==> config.mk <==
export PLATFORM = sky130hd
export DESIGN_NAME = cvm300_pixel_capture_flat
export DESIGN_NICKNAME = d
export VERILOG_FILES = /design/src/rtl/cvm300_pkg.sv /design/src/rtl/cvm300_pixel_capture_if.sv /design/src/rtl/cvm300_pixel_packer.sv /design/src/rtl/cvm300_pixel_capture.sv /design/src/flat_wrapper.sv
export SDC_FILE = /design/constraint.sdc
export NUM_CORES = 1
export LEC_CHECK = 0
export ABC_AREA = 1
export BUFFER_PORTS_ARGS = -buffer_cell sky130_fd_sc_hd__buf_2
export CORE_MARGIN = 3
export CORE_UTILIZATION = 50
export DETAILED_ROUTE_END_ITERATION = 7
export PLACE_DENSITY = 0.69
export SLEW_MARGIN = 20
export SYNTH_ARGS = -nofsm -noshare
export SYNTH_HDL_FRONTEND = slang
export SYNTH_SLANG_ARGS = --single-unit
==> constraint.sdc <==
create_clock -name Pixel_Clk -period 2.5 [get_ports Pixel_Clk]
set_input_delay 0.125 -clock Pixel_Clk [delete_from_list [all_inputs] [get_ports Pixel_Clk]]
set_output_delay 0.125 -clock Pixel_Clk [all_outputs]
set_load 0.02 [all_outputs]
==> src/rtl/cvm300_pkg.sv <==
// Shared definitions for the CMV300 pixel-capture slice.
//   cvm300_state_e : capture FSM state encoding (also used by the debug port)
//   PIX_PER_WORD   : pixels packed into one 32-bit FIFO word
//   COLS_DEFAULT / ROWS_DEFAULT : default sensor geometry
package cvm300_pkg;

  typedef enum logic [2:0] {
    ST_IDLE      = 3'd0,
    ST_REQ       = 3'd1,
    ST_WAIT_DATA = 3'd2,
    ST_CAPTURE   = 3'd3,
    ST_DONE      = 3'd4
  } cvm300_state_e;

  localparam int PIX_PER_WORD = 4;
  localparam int COLS_DEFAULT = 648;
  localparam int ROWS_DEFAULT = 488;

endpackage

==> src/rtl/cvm300_pixel_capture_if.sv <==
// Bus bundle of the pixel-capture block: host control, sensor pixel bus,
// readout-FIFO write port and status.
//   master : the capture block (drives request, FIFO write and status)
//   slave  : the environment (host, sensor, FIFO)
// Handshake: Fifo_Wr_En is the valid strobe for Fifo_Din and lasts one cycle
// per word. Fifo_Full acts as an inverted ready sampled on that same cycle;
// there is no back-pressure, so a word offered while Fifo_Full=1 is dropped
// (Fifo_Wr_En held low) rather than retried. The sensor bus has no ready at
// all: a pixel is taken on every cycle with Line_valid & Data_valid high.
interface cvm300_pixel_capture_if;
  logic        Capture_Arm;
  logic        Clear_Status;
  logic        Line_valid;
  logic        Data_valid;
  logic [7:0]  Pix_D;
  logic        Fifo_Full;
  logic        Frame_Req;
  logic        Fifo_Wr_En;
  logic [31:0] Fifo_Din;
  logic        Busy;
  logic        Frame_Done;
  logic [9:0]  Line_Count;
  logic        Overflow;
  logic        Line_Err;
  logic        Timeout_Err;

  modport master (
    input  Capture_Arm, Clear_Status, Line_valid, Data_valid, Pix_D, Fifo_Full,
    output Frame_Req, Fifo_Wr_En, Fifo_Din, Busy, Frame_Done, Line_Count,
           Overflow, Line_Err, Timeout_Err
  );

  modport slave (
    output Capture_Arm, Clear_Status, Line_valid, Data_valid, Pix_D, Fifo_Full,
    input  Frame_Req, Fifo_Wr_En, Fifo_Din, Busy, Frame_Done, Line_Count,
           Overflow, Line_Err, Timeout_Err
  );
endinterface

==> src/rtl/cvm300_pixel_packer.sv <==
// Packs 8-bit pixels little-endian into 32-bit words.
//   clk, rst_n  : pixel clock, async active-low reset
//   pix_valid   : take pix this cycle
//   pix         : pixel byte
//   flush       : line ended; emit any partial word zero-padded
//   fifo_full   : FIFO full flag, checked on the write cycle
//   word        : packed word, valid while wr is high
//   wr          : FIFO write strobe (one cycle after the 4th pixel / flush)
//   drop        : a word was due but discarded because the FIFO was full
module cvm300_pixel_packer
  import cvm300_pkg::*;
(
  input  logic        clk,
  input  logic        rst_n,
  input  logic        pix_valid,
  input  logic [7:0]  pix,
  input  logic        flush,
  input  logic        fifo_full,
  output logic [31:0] word,
  output logic        wr,
  output logic        drop
);

  logic [23:0] pack;    // lower three lanes; the fourth byte goes straight to word_q
  logic [1:0]  lane;
  logic [31:0] word_q;
  logic        pend;    // word_q holds a word to be offered this cycle

  always_ff @(posedge clk or negedge rst_n) begin
    if (!rst_n) begin
      pack   <= '0;
      lane   <= '0;
      word_q <= '0;
      pend   <= 1'b0;
    end else begin
      pend <= 1'b0;
      if (pix_valid) begin
        if (lane == 2'(PIX_PER_WORD - 1)) begin
          word_q <= {pix, pack};
          pend   <= 1'b1;
          pack   <= '0;
          lane   <= '0;
        end else begin
          case (lane)
            2'd0:    pack[7:0]   <= pix;
            2'd1:    pack[15:8]  <= pix;
            default: pack[23:16] <= pix;
          endcase
          lane <= lane + 2'd1;
        end
      end else if (flush) begin
        // Unused lanes are already zero because pack is cleared per word.
        if (lane != 2'd0) begin
          word_q <= {8'h00, pack};
          pend   <= 1'b1;
        end
        pack <= '0;
        lane <= '0;
      end
    end
  end

  assign word = word_q;
  assign wr   = pend & ~fifo_full;
  assign drop = pend & fifo_full;

endmodule

==> src/rtl/cvm300_pixel_capture.sv <==
// CMV300 frame capture: requests one frame on Capture_Arm, samples the 8-bit
// pixel bus while Line_valid & Data_valid, packs 4 pixels per FIFO word and
// reports frame completion and sticky error status.
//   Pixel_Clk, Reset_N : sensor output clock, async active-low reset
//   bus                : control / sensor / FIFO / status bundle (master side)
//   state_dbg          : current FSM state, for observation only
module cvm300_pixel_capture
  import cvm300_pkg::*;
#(
  parameter int COLS           = COLS_DEFAULT,
  parameter int ROWS           = ROWS_DEFAULT,
  parameter int REQ_CYCLES     = 4,
  parameter int TIMEOUT_CYCLES = 1048576
) (
  input  logic                   Pixel_Clk,
  input  logic                   Reset_N,
  cvm300_pixel_capture_if.master bus,
  output cvm300_state_e          state_dbg
);

  localparam int RQ_W = (REQ_CYCLES > 1) ? $clog2(REQ_CYCLES) : 1;
  localparam int TO_W = (TIMEOUT_CYCLES > 1) ? $clog2(TIMEOUT_CYCLES) : 1;

  cvm300_state_e   state;
  logic [RQ_W-1:0] req_cnt;
  logic [TO_W-1:0] to_cnt;
  logic [9:0]      pix_cnt;
  logic [9:0]      line_cnt;
  logic            lv_q;
  logic            frame_req, busy, frame_done;
  logic            overflow, line_err, timeout_err;

  logic sample, pix_keep, pix_extra, line_end, drop;

  // A pixel is taken in WAIT_DATA (the first one) and in CAPTURE.
  assign sample    = ((state == ST_WAIT_DATA) || (state == ST_CAPTURE)) &&
                     bus.Line_valid && bus.Data_valid;
  assign pix_keep  = sample && (pix_cnt < 10'(COLS));
  assign pix_extra = sample && !(pix_cnt < 10'(COLS));
  assign line_end  = (state == ST_CAPTURE) && lv_q && !bus.Line_valid;

  cvm300_pixel_packer u_packer (
    .clk       (Pixel_Clk),
    .rst_n     (Reset_N),
    .pix_valid (pix_keep),
    .pix       (bus.Pix_D),
    .flush     (line_end),
    .fifo_full (bus.Fifo_Full),
    .word      (bus.Fifo_Din),
    .wr        (bus.Fifo_Wr_En),
    .drop      (drop)
  );

  always_ff @(posedge Pixel_Clk or negedge Reset_N) begin
    if (!Reset_N) begin
      state       <= ST_IDLE;
      req_cnt     <= '0;
      to_cnt      <= '0;
      pix_cnt     <= '0;
      line_cnt    <= '0;
      lv_q        <= 1'b0;
      frame_req   <= 1'b0;
      busy        <= 1'b0;
      frame_done  <= 1'b0;
      overflow    <= 1'b0;
      line_err    <= 1'b0;
      timeout_err <= 1'b0;
    end else begin
      lv_q       <= bus.Line_valid;
      frame_done <= 1'b0;

      // Clear first so that an error event later in this block wins.
      if (bus.Clear_Status) begin
        overflow    <= 1'b0;
        line_err    <= 1'b0;
        timeout_err <= 1'b0;
      end
      if (drop)      overflow <= 1'b1;
      if (pix_extra) line_err <= 1'b1;
      // Saturating so an absurdly long line cannot wrap back to COLS.
      if (sample && (pix_cnt != 10'h3FF)) pix_cnt <= pix_cnt + 10'd1;

      case (state)
        ST_IDLE: begin
          if (bus.Capture_Arm) begin
            state     <= ST_REQ;
            busy      <= 1'b1;
            frame_req <= 1'b1;
            req_cnt   <= '0;
            line_cnt  <= '0;
            pix_cnt   <= '0;
          end
        end
        ST_REQ: begin
          if (req_cnt == RQ_W'(REQ_CYCLES - 1)) begin
            frame_req <= 1'b0;
            to_cnt    <= '0;
            state     <= ST_WAIT_DATA;
          end else begin
            req_cnt <= req_cnt + 1'b1;
          end
        end
        ST_WAIT_DATA: begin
          if (bus.Line_valid && bus.Data_valid) begin
            state <= ST_CAPTURE;
          end else if (to_cnt == TO_W'(TIMEOUT_CYCLES - 1)) begin
            timeout_err <= 1'b1;
            busy        <= 1'b0;
            state       <= ST_IDLE;
          end else begin
            to_cnt <= to_cnt + 1'b1;
          end
        end
        ST_CAPTURE: begin
          if (line_end) begin
            line_cnt <= line_cnt + 10'd1;
            pix_cnt  <= '0;
            if (pix_cnt != 10'(COLS)) line_err <= 1'b1;
            if (line_cnt == 10'(ROWS - 1)) begin
              frame_done <= 1'b1;
              state      <= ST_DONE;
            end
          end
        end
        ST_DONE: begin
          busy  <= 1'b0;
          state <= ST_IDLE;
        end
        default: begin
          busy  <= 1'b0;
          state <= ST_IDLE;
        end
      endcase
    end
  end

  assign bus.Frame_Req   = frame_req;
  assign bus.Busy        = busy;
  assign bus.Frame_Done  = frame_done;
  assign bus.Line_Count  = line_cnt;
  assign bus.Overflow    = overflow;
  assign bus.Line_Err    = line_err;
  assign bus.Timeout_Err = timeout_err;
  assign state_dbg       = state;

endmodule

==> src/flat_wrapper.sv <==
// flat-port wrapper written by rule: the top's interface ports become plain ports
module cvm300_pixel_capture_flat import cvm300_pkg::*;
#(
  parameter int COLS           = COLS_DEFAULT,
  parameter int ROWS           = ROWS_DEFAULT,
  parameter int REQ_CYCLES     = 4,
  parameter int TIMEOUT_CYCLES = 1048576
)
  (Pixel_Clk, Reset_N, state_dbg, bus_Capture_Arm, bus_Clear_Status, bus_Line_valid, bus_Data_valid, bus_Pix_D, bus_Fifo_Full, bus_Frame_Req, bus_Fifo_Wr_En, bus_Fifo_Din, bus_Busy, bus_Frame_Done, bus_Line_Count, bus_Overflow, bus_Line_Err, bus_Timeout_Err);
  cvm300_pixel_capture_if bus_i ();
  input  logic Pixel_Clk;
  input  logic Reset_N;
  output cvm300_state_e state_dbg;
  input wire logic [$bits(bus_i.Capture_Arm)-1:0] bus_Capture_Arm;
  input wire logic [$bits(bus_i.Clear_Status)-1:0] bus_Clear_Status;
  input wire logic [$bits(bus_i.Line_valid)-1:0] bus_Line_valid;
  input wire logic [$bits(bus_i.Data_valid)-1:0] bus_Data_valid;
  input wire logic [$bits(bus_i.Pix_D)-1:0] bus_Pix_D;
  input wire logic [$bits(bus_i.Fifo_Full)-1:0] bus_Fifo_Full;
  output wire logic [$bits(bus_i.Frame_Req)-1:0] bus_Frame_Req;
  output wire logic [$bits(bus_i.Fifo_Wr_En)-1:0] bus_Fifo_Wr_En;
  output wire logic [$bits(bus_i.Fifo_Din)-1:0] bus_Fifo_Din;
  output wire logic [$bits(bus_i.Busy)-1:0] bus_Busy;
  output wire logic [$bits(bus_i.Frame_Done)-1:0] bus_Frame_Done;
  output wire logic [$bits(bus_i.Line_Count)-1:0] bus_Line_Count;
  output wire logic [$bits(bus_i.Overflow)-1:0] bus_Overflow;
  output wire logic [$bits(bus_i.Line_Err)-1:0] bus_Line_Err;
  output wire logic [$bits(bus_i.Timeout_Err)-1:0] bus_Timeout_Err;
  assign bus_i.Capture_Arm = bus_Capture_Arm;
  assign bus_i.Clear_Status = bus_Clear_Status;
  assign bus_i.Line_valid = bus_Line_valid;
  assign bus_i.Data_valid = bus_Data_valid;
  assign bus_i.Pix_D = bus_Pix_D;
  assign bus_i.Fifo_Full = bus_Fifo_Full;
  assign bus_Frame_Req = bus_i.Frame_Req;
  assign bus_Fifo_Wr_En = bus_i.Fifo_Wr_En;
  assign bus_Fifo_Din = bus_i.Fifo_Din;
  assign bus_Busy = bus_i.Busy;
  assign bus_Frame_Done = bus_i.Frame_Done;
  assign bus_Line_Count = bus_i.Line_Count;
  assign bus_Overflow = bus_i.Overflow;
  assign bus_Line_Err = bus_i.Line_Err;
  assign bus_Timeout_Err = bus_i.Timeout_Err;
  cvm300_pixel_capture #(.COLS(COLS), .ROWS(ROWS), .REQ_CYCLES(REQ_CYCLES), .TIMEOUT_CYCLES(TIMEOUT_CYCLES)) u_core (.Pixel_Clk(Pixel_Clk), .Reset_N(Reset_N), .bus(bus_i), .state_dbg(state_dbg));
endmodule
Word level (Yosys, flattened, before mapping)
Cells that the tools add are included.
Widths: inputs -> output; s select.

word-level totals
  register bits = 111
  input port bits = 15
  output and inout bits = 52
  logic and storage cells = 141

operators by class
  add/subtract/negate cells = 5
  order comparisons = 1
  equality and inequality tests = 23
  muxes and demuxes = 58
  bitwise gates (word level) = 4
  reductions and logical operators = 32

operators with widths
  kind                   count
  $mux 32                4
  $mux 24                3
  $mux 20                3
  $mux 10                5
  $pmux 10 s2            2
  $pmux 20 s2            1
  $mux 8                 3
  $mux 1                 22
  $add 10x1->10 const B  2
  $add 20x1->20 const B  1
  $eq 20x20->1 const B   1
  $ne 10x10->1 const B   2
  $mux 3                 6
  $ne 2x2->1 const B     7
  $reduce_bool 2->1      7
  $ne 3x3->1 const B     4
  $pmux 3 s4             1
  $reduce_and 3->1       4
  $eq 10x9->1 const B    1
  $lt 10x10->1 const B   1
  $mux 2                 5
  $logic_and 1x1->1      8
  $reduce_and 4->1       2
  $eq 3x2->1 const B     2
  other kinds (17)       26

Logic depth before layout (Yosys ltp)
  depth in word-level cells = 9
  mapped depth = 11
  gate-level depth less buffers = 11

Hierarchy
A second synthesis with hierarchy kept.

unflattened totals
  cell total of the unflattened synthesis = 727
  area, all modules = 5,756.8 um^2

by module, submodules not included
  module                times used  cells an instance  area an instance (um^2)  sequential area each (um^2)
  cvm300_pixel_capture  1           439                3,214.3                  1,301.2
  cvm300_pixel_packer   1           288                2,542.4                  1,476.4

Least setup slack after synthesis
No wires, ideal clock.

  path type = register to register
  start = register u_core.u_packer.lane[0]
  end = register u_core.u_packer.pack[10]
  library setup time = 0.118 ns
  data arrival time = 1.635 ns
  data required time = 2.382 ns
  setup slack = 0.746 ns
  stages on the path, launching flop included = 8
  buffers on the path = 1
  clock period less this slack = 1.754 ns
  cells stage by stage = dfrtp_1 > ha_1 > clkbuf_1 > or2_2 > nand4_1 > nand2_1 > nand2_1 > nand2_1

on the way
  longest elaborated chain between the ends = 3
  elaborated cells on any way between the ends = 6
  classes of those cells = eq/ne (3); mux (2); reduce/logical (1)

RTL lines
  item                                                          line                                                  source
  start: declaration                                            cvm300_pixel_packer.sv:25                             logic [1:0] lane;
  start signal: assignment                                      cvm300_pixel_packer.sv:49                             lane <= lane + 2'd1;
  $eq 2x2->1 / $eq 2x1->1 (equally long branches)               cvm300_pixel_packer.sv:38, cvm300_pixel_packer.sv:44
  $ne 3x3->1 (no line) / $mux 24 (equally long branches)        --
  $reduce_and 2->1 (no line) / $mux 24 (equally long branches)  --
  end signal: assignment                                        cvm300_pixel_packer.sv:46                             2'd1: pack[15:8] <= pix;
  end: declaration                                              cvm300_pixel_packer.sv:24                             logic [23:0] pack;

Several ways; a longest one is shown, not always the timed one.
A chain may end at the register's enable or synchronous reset.

Final worst setup path
  start = register u_core.state[2], in the netlist u_core.state_dbg[2]
  end = register u_core.u_packer.word_q[23], in the netlist u_core.u_packer.word[23]

on the way
  longest elaborated chain between the ends = 7
  elaborated cells on any way between the ends = 13
  classes of those cells = eq/ne (3); mux (1); reduce/logical (9)

RTL lines
  item                                                              line                                                    source
  start: declaration                                                cvm300_pixel_capture.sv:24                              cvm300_state_e state;
  start signal: assignment                                          cvm300_pixel_capture.sv:56                              state <= ST_IDLE;
  start signal: assignment                                          cvm300_pixel_capture.sv:86                              state <= ST_REQ;
  start signal: assignment                                          cvm300_pixel_capture.sv:98                              state <= ST_WAIT_DATA;
  $eq 3x2->1 (on tied branches)                                     cvm300_pixel_capture.sv:36, cvm300_pixel_capture.sv:40
  $logic_or 1x1->1                                                  cvm300_pixel_capture.sv:36                              assign sample = ((state == ST_WAIT_DATA) || (state == ST_CAPTURE)) &&
  $logic_and 1x1->1                                                 cvm300_pixel_capture.sv:36
  $logic_and 1x1->1                                                 cvm300_pixel_capture.sv:37                              bus.Line_valid && bus.Data_valid;
  $logic_and 1x1->1                                                 cvm300_pixel_capture.sv:38                              assign pix_keep = sample && (pix_cnt < 10'(COLS));
  $ne 2x2->1 (no line) / $reduce_bool 2->1 (equally long branches)  --
  $reduce_and 3->1 (no line)                                        --
  end signal: assignment                                            cvm300_pixel_packer.sv:39                               word_q <= {pix, pack};
  end signal: assignment                                            cvm300_pixel_packer.sv:54                               word_q <= {8'h00, pack};
  end: declaration                                                  cvm300_pixel_packer.sv:26                               logic [31:0] word_q;

Several ways; a longest one is shown, not always the timed one.

==> metrics <==
Hold Crit Class primary input to flip-flop; placed inst area between 6000 and 7000 um^2; final hold viol count 0; status finished clean; TritonCTS Sinks 111; Ports between 60 and 70; CTS clk-pin slew, worst paths between 0.1 and 0.15 ns; Clk pwr share 19.3%; Ant. Diodes 0; largest net degree at the start of global routing 67; Chip Width approximately 110 um; Crit. End Element flip-flop; via/cell ratio 5.281; P_int ~3300 uW; pre-CTS WS around 0.48 ns; peak supply drop roughly 540 uV; Post-Syn Nets between 700 and 800; leakage power about 0.0034 uW; Synth async-reset ratio 100.0%; most common cell after layout, fill and taps aside nand2_1; drt pass-1 iters 5; height of the die around 110 um; Psw about 2200 uW; Power Density ~870 nW/um^2; final-report setup violation count 0; synth unique cells 36; EDFF count, synth 0; post-route insts no fill around 940; Final period util 82.79%; root buf cell clkbuf_8; GR Overflow Total 0; CP arrival 2.39 ns; Num CTS Buffers 9; routed len/inst 13.96 um; CTS tree done; Die ar. 12,490 um^2; cell count of the worst hold path 3; Cell Area, Synth between 5000 and 6000 um^2; worst slew pin tran roughly 0.87 ns; dpl hpwl ~9400 um; initial antenna violation count 0; max-cap violations 0; Skew-Pair Late Insertion Delay between 0.3 and 0.4 ns; Reg power frac 45.7%; H-tree Lvls 3; number of global-route vias before repair between 4,000 and 5,000; FILL cells approximately 970; setup bufs post-CTS 0; Port Buf Inserts 66; Starting Density between 50% and 60%; Mapped Cells around 730; Fmax roughly 480 MHz; Initial DRC Count 309; Pins Over Slew Limit 0; sequential cell area ~2800 um^2; Final GP Congestion 0.8871; Final Hold Slack about 0.0086 ns; Hold Crit Start bus_Pix_D[5]; Post-synth top flop dfrtp_1; Via Count between 4,000 and 5,000; Routed Antenna Nets 0; sequential area share after synthesis 49.68%; Slew headroom a little over two fifths; syn avg cell area a little under 8 um^2; Longest Clk Path Bufs 2; Finished Cell Area ~6300 um^2; multi-input gate area in the final layout approximately 2500 um^2; Cell Rows 37; Worst Setup SP u_core.state_dbg[2]; core area between 10,000 and 15,000 um^2; final worst slack about 0.43 ns; Cells after DPL approximately 920; Syn. warnings 0; critical path class flip-flop to flip-flop; GRT Util Overall 21.79%; first-pass GRT wire length between 20,000 and 25,000 um; Final Critical Period 2.070 ns; Fin Setup TNS 0 ns; maximum fanout along the worst path 24; Layout Area Growth over Synthesis 13.47%; Total Routed Length ~13,000 um; number of synthesized register bits around 110; Worst R2R Start u_core.state_dbg[2]; Worst Skew between 0.015 and 0.02 ns; DRC Markers 0; fraction of layout cells with a size suffix above 1 between 10% and 20%; worst r2r path cells 8; switching share of power about two fifths; CP startpoint kind flip-flop; Crit path required time about 2.8 ns; most frequent cells in the layout 241 x nand2_1, 130 x nand3_1, 111 x dfrtp_1; nets just over 800; RSZ-0062 raised after global routing false; Combinational Power Share a little over a third
power groups by stage:
stage	clock network [uW]	registers (uW)	logic [uW]
2_1_floorplan	0	2840	1020
3_3_place_gp	0	2550	1900
3_5_place_dp	0	2570	1950
4_1_cts	1090	2540	1960
5_1_grt	1160	2600	2190
6_report	1070	2530	1940
state kept, by name, summed over array words and instances (netlist names), 2 cells and up:
| signal | cells |
|---|---|
| u_core.req_cnt | 2 |
| u_core.state_dbg | 3 |
| u_core.to_cnt | 20 |
| u_core.bus.Line_Count | 10 |
| u_core.u_packer.word | 32 |
| u_core.pix_cnt | 10 |
| u_core.u_packer.pack | 24 |
| u_core.u_packer.lane | 2 |
final timing paths:
kind                                            end  slack [ns]
setup reg to reg           u_core.u_packer.word[23]        0.43
hold reg to reg                     u_core.bus.Busy        0.48
setup / recovery           u_core.u_packer.word[23]        0.43
min in group asynchronous      u_core.u_packer.pend        0.38
hold / removal             u_core.u_packer.word[29]       0.009
max in group asynchronous  u_core.u_packer.word[18]        1.38
layout make-up:
cell class / instances / share of cell area, %
clock inverters: 6 / 0.9860
inverters: 53 / 3.135
flip-flops and latches: 111 / 43.78
repair buffers: 86 / 8.164
well taps: 136 / 2.682
clock buffers: 9 / 1.952
multi-input cells: 538 / 39.30
worst max-delay path: stages (launching register included):
cell and delay [ns]:
dfrtp_1 0.43, inv_1 0.10, nand2_2 0.11, nor2_4 0.19, nand3_2 0.13, or2_1 0.48, nand2_4 0.34, nand3_1 0.11
nand2_1 0.09
kinds of logic (layout without fill, tap and decap cells):
| family | count (synthesis) | after routing | synth area share (%) |
|---|---|---|---|
| AND/OR/NAND/NOR | 473 | 473 | 36.50 |
| flip-flops | 111 | 111 | 49.68 |
| adder cells (fa/ha/maj) | 8 | 8 | 1.790 |
| AO/OA/AOI/OAI | 44 | 44 | 4.274 |
| XOR/XNOR | 13 | 13 | 2.036 |
| buffers and inverters | 76 | 154 | 5.728 |
per-stage QoR:
stage          power, uW  utilization, %
2_1_floorplan       3856               -
3_3_place_gp        4445           57.24
3_5_place_dp        4518           57.24
4_1_cts             5589           59.85
5_1_grt             5948           59.85
6_report            5541           59.85
synth_stat cells (2+ instances only):
master	number	area share, %
nand2_1	241	16
o21ai_0	26	2.3
nand4_1	13	1.5
buf_6	2	0.40
or2_2	3	0.34
nand2_2	2	0.22
inv_2	3	0.20
inv_1	49	3.3
buf_2	13	1.2
o21ai_1	2	0.18
dfrtp_1	111	50
nor2_1	65	4.4
xor2_1	12	1.9
nor3_1	10	0.90
nand3_1	130	12
ha_1	8	1.8
clkbuf_1	7	0.47
nor2_4	2	0.40
a21oi_1	9	0.81
metal layers:
metal	part of all wire, %	GRT usage [%]
met2	47	35.37
met1	47	30.28
met4	1.0	5.191
met5	0	0
met3	4.4	4.402
what timing repair did:
| action | CTS | global route |
|---|---|---|
| hold buffers | 9 | 0 |
| hold endpoints to repair | 73 | 0 |
| gates resized for setup | 0 | 0 |
Power figures use the tool's default switching activity.
